[src/rtl/fpu_add_arbiter.sv]
`default_nettype none
// ============================================================================
// Module   : fpu_add_arbiter
// Purpose  : Round-robin sharing of one combinational FP adder between two
//            requesters, with registered operands and a valid/ready response.
// Revision : 1.0
// ============================================================================
module fpu_add_arbiter #(
    parameter int WIDTH = 64,
    parameter int TAG_W = 4
) (
    input  logic             clk,
    input  logic             rst,
    input  logic [1:0]       req_valid,
    output logic [1:0]       req_ready,
    input  logic [WIDTH-1:0] req0_a,
    input  logic [WIDTH-1:0] req0_b,
    input  logic [WIDTH-1:0] req1_a,
    input  logic [WIDTH-1:0] req1_b,
    input  logic [TAG_W-1:0] req0_tag,
    input  logic [TAG_W-1:0] req1_tag,
    output logic [WIDTH-1:0] add_a,
    output logic [WIDTH-1:0] add_b,
    input  logic [WIDTH-1:0] add_result,
    input  logic             add_overflow,
    input  logic             add_underflow,
    output logic             rsp_valid,
    input  logic             rsp_ready,
    output logic             rsp_id,
    output logic [TAG_W-1:0] rsp_tag,
    output logic [WIDTH-1:0] rsp_result,
    output logic             rsp_overflow,
    output logic             rsp_underflow,
    output logic             busy
);

    typedef enum logic [1:0] {
        IDLE = 2'd0,
        EXEC = 2'd1,
        RESP = 2'd2
    } state_t;

    state_t           r_state;
    state_t           w_state_next;
    logic             r_last_grant;
    logic             r_id;
    logic [TAG_W-1:0] r_tag;
    logic [WIDTH-1:0] r_add_a;
    logic [WIDTH-1:0] r_add_b;
    logic             r_rsp_valid;
    logic             r_rsp_id;
    logic [TAG_W-1:0] r_rsp_tag;
    logic [WIDTH-1:0] r_rsp_result;
    logic             r_rsp_overflow;
    logic             r_rsp_underflow;

    logic             w_accept_window;
    logic             w_grant;
    logic             w_fire;
    logic [1:0]       w_req_ready;

    // Under contention the requester that did not win last time goes next.
    always_comb begin
        w_accept_window = (r_state == IDLE) || ((r_state == RESP) && rsp_ready);
        w_grant         = (req_valid == 2'b11) ? ~r_last_grant : req_valid[1];
        w_fire          = w_accept_window && (req_valid != 2'b00);
        w_req_ready     = 2'b00;
        if (w_fire) begin
            w_req_ready[w_grant] = 1'b1;
        end
    end

    always_comb begin
        w_state_next = r_state;
        case (r_state)
            IDLE:    if (w_fire) w_state_next = EXEC;
            EXEC:    w_state_next = RESP;
            RESP:    if (rsp_ready) w_state_next = w_fire ? EXEC : IDLE;
            default: w_state_next = IDLE;
        endcase
    end

    always_ff @(posedge clk) begin
        if (rst) begin
            r_state         <= IDLE;
            r_last_grant    <= 1'b1;
            r_id            <= 1'b0;
            r_tag           <= '0;
            r_add_a         <= '0;
            r_add_b         <= '0;
            r_rsp_valid     <= 1'b0;
            r_rsp_id        <= 1'b0;
            r_rsp_tag       <= '0;
            r_rsp_result    <= '0;
            r_rsp_overflow  <= 1'b0;
            r_rsp_underflow <= 1'b0;
        end else begin
            r_state <= w_state_next;
            if (w_fire) begin
                r_add_a      <= w_grant ? req1_a   : req0_a;
                r_add_b      <= w_grant ? req1_b   : req0_b;
                r_tag        <= w_grant ? req1_tag : req0_tag;
                r_id         <= w_grant;
                r_last_grant <= w_grant;
            end
            // The adder has had the whole EXEC cycle to settle on r_add_a/b.
            if (r_state == EXEC) begin
                r_rsp_valid     <= 1'b1;
                r_rsp_id        <= r_id;
                r_rsp_tag       <= r_tag;
                r_rsp_result    <= add_result;
                r_rsp_overflow  <= add_overflow;
                r_rsp_underflow <= add_underflow;
            end else if ((r_state == RESP) && rsp_ready) begin
                r_rsp_valid <= 1'b0;
            end
        end
    end

    assign req_ready     = w_req_ready;
    assign add_a         = r_add_a;
    assign add_b         = r_add_b;
    assign rsp_valid     = r_rsp_valid;
    assign rsp_id        = r_rsp_id;
    assign rsp_tag       = r_rsp_tag;
    assign rsp_result    = r_rsp_result;
    assign rsp_overflow  = r_rsp_overflow;
    assign rsp_underflow = r_rsp_underflow;
    assign busy          = (r_state != IDLE);

endmodule
`default_nettype wire

[config.mk]
export PLATFORM = sky130hd
export DESIGN_NAME = fpu_add_arbiter
export DESIGN_NICKNAME = d
export VERILOG_FILES = /design/src/rtl/fpu_add_arbiter.sv
export SDC_FILE = /design/constraint.sdc
export NUM_CORES = 1
export LEC_CHECK = 0
export CORE_AREA = 2 2 207 209
export CTS_CLUSTER_DIAMETER = 80
export CTS_CLUSTER_SIZE = 40
export DETAILED_ROUTE_END_ITERATION = 7
export DIE_AREA = 0 0 209 211
export HOLD_SLACK_MARGIN = 0.15
export PLACE_DENSITY_LB_ADDON = 0.05
export SLEW_MARGIN = 15
export SYNTH_ARGS = -nofsm -noshare
export SYNTH_HDL_FRONTEND = slang
export SYNTH_SLANG_ARGS = --single-unit
[constraint.sdc]
create_clock -name clk -period 1.6 [get_ports clk]
set_input_delay 0.24 -clock clk [delete_from_list [all_inputs] [get_ports clk]]
set_output_delay 0.24 -clock clk [all_outputs]
set_load 0.02 [all_outputs]
* Word-level counts from Yosys, hierarchy flattened *
Index checks and enable logic that the tools add are counted.

operators by class
  multiplexer cells = 13
  bitwise gates (word level) = 1
  reductions and logical operators = 9
  order comparisons = 2
  eq/ne operators = 5

operators by type and width
  operator                                                                      number
  64-bit 2-to-1 mux                                                             2
  2-bit 2-to-1 mux                                                              3
  2-bit one-hot mux with 3 select lines                                         1
  2-bit nonzero test                                                            3
  1-bit 2-to-1 mux                                                              5
  2-bit equality test, second input constant                                    2
  4-bit 2-to-1 mux                                                              1
  2-bit != test, second input constant                                          2
  1-bit logical AND                                                             3
  2-bit by 1-bit equality test with 1-bit output, second input constant         1
  2-bit zero test                                                               1
  1-bit by 2-bit less-than comparator with 1-bit output, second input constant  1
  2-bit AND reduction                                                           1
  1-bit demux with 1-bit select                                                 1
  1-bit >= comparator, second input constant                                    1
  1-bit logical OR                                                              1
  1-bit NOT                                                                     1

word-level totals
  register bits after elaboration = 208
  output and inout port bits = 203
  word-level logic and storage cells = 42

* Depth between registers and ports, before layout *
Gate-level depths: netlist (run 1).

  depth in word-level cells = 7
  gate-level depth with buffers = 6

* Worst setup path before layout (run 1) *
No wires, ideal clock.

  kind = register to register
  start = reg r_state[1]
  end = reg r_add_a[0] (netlist: add_a[0])
  library setup time = 140 ps
  setup slack = 227 ps
  arrival time = 1233 ps
  cell stages (with the launch flop) = 7
  cell sequence = dfxtp_1 > nor2b_1 > buf_2 > buf_6 > buf_6 > o311ai_1 > o221ai_1

on the way
  cells in the longest elaborated chain, start to end = 4

ends and longest elaborated chain
  item                    line  source
  from (decl)             43    state_t r_state;
  from (signal assigned)  98    r_state <= w_state_next;
  2-bit equality test     64    w_accept_window = (r_state == IDLE) || ((r_state == RESP) && rsp_ready);
  1-bit logical AND       64
  1-bit logical OR *      64
  1-bit logical AND *     66    w_fire = w_accept_window && (req_valid != 2'b00);
  to (signal assigned)    100   r_add_a <= w_grant ? req1_a : req0_a;
  to (decl)               48    logic [WIDTH-1:0] r_add_a;

Mark *: on every way between the ends. The rest lies on a longest branch, timed or not.
A chain may end at the register's enable or synchronous reset.

* Worst setup path in the final report (run 1) *
  start = reg r_state[0]
  end = out busy

on the way
  cells in the longest elaborated chain, start to end = 1

ends and longest elaborated chain
  item                line  source
  2-bit nonzero test  129   assign busy = (r_state != IDLE);
  to (decl)           34    output logic busy

Every way passes these cells.

==> results of run 1 <==
==> timing repair <==
item	CTS	global route
hold endpoints to repair	7	0
gates resized for setup	250	120
gates cloned	0	7
buffers inserted	4	1
hold buffers	1	0
setup endpoints to repair	203	140
==> worst reg2reg max path: cells and delay by family (launching register included) <==
| kind | cells | cell delay, ns |
|---|---|---|
| AND/OR/NAND/NOR | 1 | 0.15 |
| AO/OA/AOI/OAI | 2 | 0.47 |
| buffers and inverters | 3 | 0.49 |
| flip-flops | 1 | 0.37 |
==> flip-flops by register name (all words and copies together) (netlist names), 2 cells and up <==
signal	flops
rsp_tag	4
r_tag	4
r_state	2
add_b	64
add_a	64
rsp_result	64
==> placed cells by master (no fill, tap or decap), types with 2 or more instances in the layout <==
cell type	instances
buf_12	29
o311ai_1	55
o221ai_2	5
inv_6	3
clkbuf_16	26
o311ai_0	21
nand2_1	143
o311ai_4	14
o311ai_2	42
inv_12	2
nand2b_4	2
buf_8	2
buf_16	3
o221ai_1	127
a21oi_2	2
buf_4	32
dfxtp_1	205
dfxtp_4	3
dlygate4sd2_1	199
clkinv_4	2
buf_6	6
nor2b_4	4
clkinv_8	5
inv_1	264
clkdlybuf4s50_1	333
a21oi_1	71
diode_2	4
==> metal layers <==
| layer | global-route usage, % | share of wire, % | up-vias |
|---|---|---|---|
| li1 | - | - | 4887 |
| met1 | 21.5 | 39 | 4933 |
| met2 | 33.0 | 51 | 337 |
| met3 | 5.68 | 7.3 | 47 |
| met4 | 4.58 | 2.1 | 4 |
| met5 | 0 | 0.052 | - |
==> where the power goes <==
part	internal, mW	leakage, nW	switching (mW)	total (mW)
Combinational	1.84	5.59	1.99	3.83
Sequential	5.63	1.71	0.269	5.90
Clock	2.79	0.356	2.62	5.41
==> Yosys cell counts (3+ instances only) <==
cell type	n
a21oi_1	74
buf_1	10
buf_2	26
buf_4	3
buf_6	8
clkbuf_1	63
dfxtp_1	208
inv_1	265
nand2_1	144
nand2b_1	3
nor2b_1	3
o221ai_1	132
o311ai_0	74
o311ai_1	58
==> cell families after synthesis <==
group	synth area share (%)
AO/OA/AOI/OAI	29.8
buffers and inverters	16.7
flip-flops	45.9
AND/OR/NAND/NOR	7.52
==> final cells by class <==
type                       instances  area, µm²
tap                              539        674
multi-input combinational        503       4060
sequential                       208       4180
clock buffer                      23        543
fill                            4293      24900
timing repair buffer             612       6230
antenna                            4       10.0
inverter                         265        997
clock inverter                    15        200
==> metrics by stage <==
step	util, %	setup TNS, ns	total power [mW]	hold slack, ns	setup slack [ns]
3_5_place_dp	37.1	-37.97	9.89	0.446	-0.364
3_3_place_gp	37.1	-35.69	9.89	0.441	-0.372
4_1_cts	38.5	-0.0662	15.1	0.227	-0.0662
2_1_floorplan	-	0	7.49	0.376	0.227
6_report	40.4	-0.0340	15.1	0.258	-0.0340
5_1_grt	40.4	-0.345	15.8	0.248	-0.0765
==> worst min-delay path by stage <==
| stage | start | endpoint | slack [ns] | depth (start not counted) |
|---|---|---|---|---|
| 5_1_grt | add_result[45] | rsp_result[45] | 0.25 | 3 |
| 3_5_place_dp | rsp_result[27] | rsp_result[27] | 0.45 | 2 |
| 2_1_floorplan | add_overflow | rsp_overflow | 0.38 | 2 |
| 4_1_cts | add_result[39] | rsp_result[39] | 0.23 | 3 |
| 3_3_place_gp | rsp_result[0] | rsp_result[0] | 0.44 | 2 |
| 6_report | add_result[31] | rsp_result[31] | 0.26 | 3 |
==> out/results.ini, run 1 <==
[critical_path]
crit_end=busy
rr_worst_depth=6
r2r_slack_ns=0.01
path_delay_family=flip-flops
crit_path_start=r_state[0]
timing.rr.end=add_b[57]
crit_chain=buf_4 > or2_4 > buf_6
r2r_start=r_state[1]
crit_buf_inv=2
cp_max_fo=4
worstSetupStartpointType=flip-flop
slowest_stage=dfxtp_4
worst_ep_arrival_time_ns=1.39
crit_type=reg -> out
cp.depth=3
cp.required_ns=1.36
setup.worst_path.end_class=output port
critPathMaxStageDelay_ns=0.39

[route]
drt_wl_total_um=44500
wl_per_cell_um=20.5
initialDrtViolationCount=395
final_antenna_net_count=0
vias_per_cell=4.71
drc=0
vias=10200
firstDrtPassIters=5

[placed_design]
dp_hpwl_um=30600
placed_area_um2=15500
gpl.final_weighted_congestion=0.805
dp_cells=2114
port_buffers=537

[floorplanning]
dieArea_um2=44100
io_pins=538
coreArea_um2=41800
die_height_um=211
die_w_um=209
row_count=75
start_util_pct=21.7

[global_route]
antenna_found_initial=6
overflow=0
grt_pass1_wl_um=63300
grt_pass1_vias=10200
grt_usage_pct=18.5
grt_max_degree=81

[timing]
rsz0062_at_grt=true
hold_viol_final=0
worstMarginPinSlew_ns=0.611
report.final.slew_viol_count=0
fin_ws_ns=-0.0340
final.min_clock_period_ns=1.63
setup_viol=1
finalCritPeriodShare_pct=102
finalClockSkew_ns=0.0173
relSlewSlack_pct=59.3
fmax_mhz=612

[logic_synthesis]
yosys-top-cells-area=dfxtp_1 (46%), o221ai_1 (13%), inv_1 (11%), o311ai_0 (7.1%), nand2_1 (6.0%)
yosys.area.top_type=dfxtp_1
synth_cell_types=30
syn_avg_cell_area_um2=8.34
ys.flop_type=dfxtp_1
synth_nets=1422
syn_area_um2=9070
netlist.area_leader.share_pct=45.9
ys_ff_latch=208
ys_seq_area_share_pct=45.9
yosysWarnings=0
synth_edf_count=0
async_reset_ff_share_pct=0
syn_inst=1087

[status]
violations=negative setup slack
status=finished, violations left

[run]
drv_cap=0

[clocking]
cts-root-buf=clkbuf_16
ctsLongestPathBuffers=3
tritoncts=built
clk_latency_ns=0.52
cts_buffers=21
h-tree-depth=1
cts_num_sinks=208
clkTransAtPathRegs_ns=0.09

[power_and_ir_drop]
cellLeakagePower_nw=7.65
p_per_area_nw_per_um2=897
ir_worst_vdd_uv=451

[final_layout]
finalNonFillerCells=2169
stdcell_area_um2=16900
nNetsFinal=1946
syn2layout_area_growth_pct=86.2
drive_gt1_share_pct=12.1

[hold_path]
min_path_type=in -> reg

Note: power is estimated with default switching activity, not from simulation.
==> inputs of run 2 (changes only) <==
--- a/config.mk
+++ b/config.mk
@@ -5,11 +5,11 @@
 export SDC_FILE = /design/constraint.sdc
 export NUM_CORES = 1
 export LEC_CHECK = 0
-export CORE_AREA = 2 2 207 209
+export CORE_AREA = 2 2 211 213
 export CTS_CLUSTER_DIAMETER = 80
 export CTS_CLUSTER_SIZE = 40
 export DETAILED_ROUTE_END_ITERATION = 7
-export DIE_AREA = 0 0 209 211
+export DIE_AREA = 0 0 213 215
 export HOLD_SLACK_MARGIN = 0.15
 export PLACE_DENSITY_LB_ADDON = 0.05
 export SLEW_MARGIN = 15
==> run 2 against run 1 <==
  * The flow still finishes with violations (negative setup slack)
  * Utilization is 3.3 points lower
  * Non-clock buffer count down 20
  * Sequential power hardly changed
  * Cell area is 3.9% lower
  * Global-route usage fell by 0.094 points
  * Maximum frequency decreased by 2.3%
  * Die area up 3.8%
  * Combinational power fell by 5.2%
  * Clock skew up 0.0068 ns
  * Wire length increased by 0.22%
  * Sequential cell count did not move
  * Sequential share of layout area is 0.97 points higher
  * Largest cell class unchanged
==> out/results.ini, run 2 (same netlist as run 1, synthesis figures left out) <==
[final_layout]
drive_gt1_share_pct=9.15  ; was 12.1%
fillers=4642  ; was 4293
syn2layout_area_growth_pct=78.9  ; was 86.2%
final_common_cell=clkdlybuf4s50_1  ; unchanged
final_util_pct=37.2  ; was 40.4%
nNetsFinal=1926  ; was 1946
finalNonFillerCells=2204  ; was 2169
final_cell_mix=clkdlybuf4s50_1 (333), inv_1 (264), dfxtp_1 (206), dlygate4sd2_1 (196), nand2_1 (144)  ; was clkdlybuf4s50_1 (333), inv_1 (264), dfxtp_1 (205), dlygate4sd2_1 (199), nand2_1 (143)
stdcell_area_um2=16200  ; was 16900 µm²

[placed_design]
placed_area_um2=15300  ; was 15500 µm²
port_buffers=537  ; unchanged
gpl.final_weighted_congestion=0.736  ; was 0.805
post-place-ws_ns=-0.317  ; was -0.364 ns
dp_cells=2150  ; was 2114
dp_hpwl_um=30100  ; was 30600 µm

[floorplanning]
dieArea_um2=45800  ; was 44100 µm²
coreArea_um2=43600  ; was 41800 µm²
die_w_um=213  ; was 209 µm
start_util_pct=20.8  ; was 21.7%
row_count=77  ; was 75
io_pins=538  ; unchanged
die_height_um=215  ; was 211 µm

[clocking]
h-tree-depth=1  ; unchanged
ctsLongestPathBuffers=3  ; unchanged
clkTransAtPathRegs_ns=0.09  ; about the same
clk_latency_ns=0.54  ; was 0.52 ns
cts_num_sinks=208  ; unchanged
tritoncts=built  ; unchanged
cts_buffers=21  ; unchanged
cts-root-buf=clkbuf_16  ; unchanged

[critical_path]
cp_max_fo=4  ; unchanged
worstSetupStartpointType=flip-flop  ; unchanged
slowest_stage=dfxtp_4  ; unchanged
crit_path_frequent_cell=buf_6
rr_worst_depth=5  ; was 6
cp.depth=5  ; was 3
setup.worst_path.end_class=output port  ; unchanged
crit_buf_inv=2  ; unchanged
crit_type=reg -> out  ; unchanged
critPathMaxStageDelay_ns=0.37  ; was 0.39 ns
cp.required_ns=1.36  ; about the same
worst_ep_arrival_time_ns=1.43  ; was 1.39 ns
path_delay_family=flip-flops  ; unchanged
crit_chain=buf_6 > nor2b_4 > nand2_1 > a21oi_2 > buf_6  ; was buf_4 > or2_4 > buf_6

[timing]
report.final.slew_viol_count=0  ; unchanged
fmax_mhz=598  ; was 612 MHz
relSlewSlack_pct=43.7  ; was 59.3%
setup_viol=3  ; was 1
rsz0062_at_grt=true  ; unchanged
final.min_clock_period_ns=1.67  ; was 1.63 ns
timing.hold.ws_ns=0.250  ; was 0.258 ns
fin_ws_ns=-0.0718  ; was -0.0340 ns
worstMarginPinSlew_ns=0.844  ; was 0.611 ns
finalClockSkew_ns=0.0241  ; was 0.0173 ns
finalCritPeriodShare_pct=104  ; was 102%
tns_ns=-0.121  ; was -0.0340 ns
hold_viol_final=0  ; unchanged

[hold_path]
holdPathStages=3  ; unchanged
min_path_type=in -> reg  ; unchanged

[route]
initialDrtViolationCount=450  ; was 395
firstDrtPassIters=4  ; was 5
final_antenna_net_count=0  ; unchanged
vias=9968  ; was 10200
drc=0  ; unchanged
vias_per_cell=4.52  ; was 4.71
wl_per_cell_um=20.2  ; was 20.5 µm
drt_wl_total_um=44600  ; was 44500 µm

[power_and_ir_drop]
cellLeakagePower_nw=7.46  ; was 7.65 nW
p_per_area_nw_per_um2=909  ; was 897 nW/µm²
design_power_total_mw=14.7  ; was 15.1 mW
ir_worst_vdd_uv=621  ; was 451 µV

[run]
drv_cap=0  ; unchanged

[global_route]
overflow=0  ; unchanged
grt_pass1_wl_um=64800  ; was 63300 µm
grt_pass1_vias=10100  ; was 10200
antenna_found_initial=7  ; was 6
grt_usage_pct=18.4  ; was 18.5%
grt_max_degree=71  ; was 81

[status]
status=finished, violations left  ; unchanged
violations=negative setup slack  ; unchanged

## run 2: worst paths after layout
| path | start | to | slack [ns] |
|---|---|---|---|
| min | add_result[63] | rsp_result[63] | 0.25 |
| max reg2reg | r_state[1] | add_b[56] | 0.04 |
| min reg2reg | rsp_result[16] | rsp_result[16] | 0.45 |
| max | r_state[0] | req_ready[1] | -0.07 |
## run 2: area by class of cell
cell class / count / area (µm²) / area share [%]
sequential: 208 / 4170 / 25.7
inverter: 265 / 997 / 6.15
timing repair buffer: 592 / 5910 / 36.4
multi-input combinational: 503 / 3690 / 22.7
tap: 592 / 741 / 4.57
clock inverter: 13 / 148 / 0.910
clock buffer: 25 / 561 / 3.45
antenna: 6 / 15.0 / 0.0925
## run 2: tightest hold or removal path: cells and delay by family
family / cells / cell delay, ns
compound gates: 1 / 0.05
buf+inv: 1 / 0.39
simple gates: 1 / 0.05
## run 2: report_power, final
| group | switching, mW | internal [mW] | leakage (nW) |
|---|---|---|---|
| combinational | 1.90 | 1.73 | 5.40 |
| sequential | 0.238 | 5.64 | 1.71 |
| clock | 2.58 | 2.66 | 0.347 |
## run 2: what timing repair did
action / 4_1_cts / 5_1_grt
gates resized for setup: 219 / 82
endpoints found under the setup margin: 219 / 111
setup buffers: 2 / 4
cloned: 0 / 3
endpoints found under the hold margin: 5 / 0
pin swaps: 0 / 1
hold buffers: 1 / 0
## run 2: metal layers
layer	vias to the layer above	wire [µm]	share of wire (%)	GRT usage (%)
met2	310	22500	51	32.2
met3	43	3180	7.1	4.90
li1	4845	-	-	-
met4	4	812	1.8	5.24
met5	-	31	0.070	0
met1	4766	18000	40	21.8
==> inputs of run 3 (changes only) <==
--- a/config.mk
+++ b/config.mk
@@ -5,7 +5,7 @@
 export SDC_FILE = /design/constraint.sdc
 export NUM_CORES = 1
 export LEC_CHECK = 0
-export CORE_AREA = 2 2 211 213
+export CORE_AREA = 5 5 208 210
 export CTS_CLUSTER_DIAMETER = 80
 export CTS_CLUSTER_SIZE = 40
 export DETAILED_ROUTE_END_ITERATION = 7
==> run 3 against run 2 <==
  * The run still ends with negative setup slack left
  * Setup slack got worse by 0.011 ns
  * Critical path depth decreased by 2
  * Count of clock-buffer cells in the layout decreased by 4
  * Maximum frequency decreased by 0.66%
  * Sequential cell count unchanged
  * Clock skew decreased by 0.0071 ns
  * Largest cell class unchanged
  * Largest power group unchanged
==> out/results.ini, run 3 (same netlist as run 1, synthesis figures left out) <==
[final_layout]
syn2layout_area_growth_pct=84.6  ; was 78.9%
nNetsFinal=1936  ; was 1926
final_cell_mix=clkdlybuf4s50_1 (333), inv_1 (264), dfxtp_1 (205), dlygate4sd2_1 (197), nand2_1 (144)  ; was clkdlybuf4s50_1 (333), inv_1 (264), dfxtp_1 (206), dlygate4sd2_1 (196), nand2_1 (144)
stdcell_area_um2=16700  ; was 16200 µm²
drive_gt1_share_pct=11.4  ; was 9.15%
final_common_cell=clkdlybuf4s50_1  ; unchanged

[critical_path]
cp_max_fo=5  ; was 4
setup.worst_path.end_class=output port  ; unchanged
crit_type=reg -> out  ; unchanged
rr_worst_depth=5  ; unchanged
worstSetupStartpointType=flip-flop  ; unchanged
worst_ep_arrival_time_ns=1.44  ; was 1.43 ns
cp.required_ns=1.36  ; about the same

[timing]
final.min_clock_period_ns=1.68  ; was 1.67 ns
finalCritPeriodShare_pct=105  ; was 104%
fmax_mhz=594  ; was 598 MHz
fin_ws_ns=-0.0829  ; was -0.0718 ns
relSlewSlack_pct=42.3  ; was 43.7%
worstMarginPinSlew_ns=0.866  ; was 0.844 ns
setup_viol=3  ; unchanged
report.final.slew_viol_count=0  ; unchanged
hold_viol_final=0  ; unchanged
finalClockSkew_ns=0.0170  ; was 0.0241 ns
rsz0062_at_grt=true  ; unchanged

[floorplanning]
coreArea_um2=41400  ; was 43600 µm²
row_count=75  ; was 77
die_height_um=215  ; unchanged
die_w_um=213  ; unchanged
io_pins=538  ; unchanged
dieArea_um2=45800  ; unchanged
start_util_pct=21.9  ; was 20.8%

[clocking]
h-tree-depth=1  ; unchanged
tritoncts=built  ; unchanged
ctsLongestPathBuffers=3  ; unchanged
cts_num_sinks=208  ; unchanged
clkTransAtPathRegs_ns=0.10  ; was 0.09 ns
cts_buffers=19  ; was 21
clk_latency_ns=0.53  ; was 0.54 ns
cts-root-buf=clkbuf_16  ; unchanged

[run]
drv_cap=0  ; unchanged

[hold_path]
holdPathStages=3  ; unchanged
min_path_type=in -> reg  ; unchanged

[route]
vias=10000  ; was 9968
wl_per_cell_um=21.1  ; was 20.2 µm
firstDrtPassIters=6  ; was 4
drt_wl_total_um=45500  ; was 44600 µm
drc=0  ; unchanged
initialDrtViolationCount=475  ; was 450
final_antenna_net_count=0  ; unchanged
vias_per_cell=4.65  ; was 4.52

[placed_design]
dp_hpwl_um=31800  ; was 30100 µm
placed_area_um2=15400  ; was 15300 µm²
port_buffers=537  ; unchanged
gpl.final_weighted_congestion=0.781  ; was 0.736

[global_route]
grt_max_degree=78  ; was 71
antenna_found_initial=8  ; was 7
overflow=0  ; unchanged
grt_pass1_wl_um=66300  ; was 64800 µm
grt_pass1_vias=10200  ; was 10100
grt_usage_pct=18.4  ; about the same

[power_and_ir_drop]
ir_worst_vdd_uv=443  ; was 621 µV
p_per_area_nw_per_um2=890  ; was 909 nW/µm²
combPwrFrac_pct=25.8  ; was 24.6%
cellLeakagePower_nw=7.60  ; was 7.46 nW
clock_power_share_pct=34.5  ; was 35.5%
p_sw_mw=4.84  ; was 4.72 mW
p_int_mw=10.1  ; was 10.0 mW
design_power_total_mw=14.9  ; was 14.7 mW
swShare_pct=32.5  ; was 32.0%
pwr-share-seq_pct=39.6  ; was 39.8%

[status]
violations=negative setup slack  ; unchanged
status=finished, violations left  ; unchanged

## run 3: changes by cell type in the layout (fill, tap and decap cells not counted), moves of 9 or more
cell / before / now
o311ai_0: 45 / 6
o311ai_1: 54 / 74
o311ai_4: 0 / 18
o221ai_1: 131 / 121
o221ai_2: 1 / 11
buf_12: 20 / 29
## run 3: worst paths after layout
| kind | endpoint | slack (ns) | startpoint |
|---|---|---|---|
| setup / recovery | busy | -0.08 | r_state[0] |
| hold / removal | rsp_result[48] | 0.24 | add_result[48] |
| setup reg to reg | add_b[50] | 0.03 | r_state[1] |
| hold reg to reg | rsp_result[4] | 0.45 | rsp_result[4] |
## run 3: layer usage
| layer | share of wire [%] | GRT usage, % | wire length, µm | vias to the layer above |
|---|---|---|---|---|
| met1 | 40 | 21.7 | 18100 | 4821 |
| li1 | - | - | - | 4860 |
| met3 | 8.0 | 5.70 | 3630 | 43 |
| met4 | 2.0 | 3.97 | 916 | 8 |
| met5 | 0.12 | 0 | 55 | - |
| met2 | 50 | 32.7 | 22800 | 303 |
## run 3: timing repair
| action | 4_1_cts | 5_1_grt |
|---|---|---|
| setup endpoints to repair | 205 | 101 |
| gates cloned | 2 | 2 |
| setup buffers | 5 | 2 |
| pin swaps | 1 | 3 |
| endpoints found under the hold margin | 4 | 0 |
| resized for setup | 253 | 130 |
| hold buffers | 1 | 0 |
## run 3: area by class of cell
type	count	area, µm²
Timing Repair Buffer	604	6130
Tap cell	539	674
Inverter	265	997
Fill cell	4267	24600
Sequential cell	208	4170
Clock buffer	21	493
Clock inverter	13	180
Antenna cell	4	10.0
Multi-Input combinational cell	503	4080
## run 3: power by group through the flow
stage | Combinational [mW] | Sequential (mW) | Clock, mW
6_report | 3.85 | 5.90 | 5.15
5_1_grt | 4.12 | 5.97 | 5.49
4_1_cts | 3.71 | 5.86 | 5.39
3_5_place_dp | 3.90 | 5.99 | 0
3_3_place_gp | 3.91 | 5.98 | 0
2_1_floorplan | 0.988 | 6.50 | 0
## run 3: per-stage QoR
stage | setup slack [ns] | instances | hold slack [ns] | setup TNS (ns) | util, %
2_1_floorplan | 0.227 | 1087 | 0.376 | 0 | -
3_3_place_gp | -0.352 | 2108 | 0.438 | -42.91 | 37.3
3_5_place_dp | -0.381 | 2108 | 0.444 | -44.93 | 37.3
4_1_cts | -0.159 | 2149 | 0.207 | -0.472 | 38.7
5_1_grt | -0.161 | 2157 | 0.235 | -0.885 | 40.5
6_report | -0.0829 | 2157 | 0.244 | -0.229 | 40.5
## run 3: critical path, stage by stage, from the launching register on
cell,delay [ns]
dfxtp_4,0.37
buf_4,0.15
or2_2,0.28
buf_6,0.14
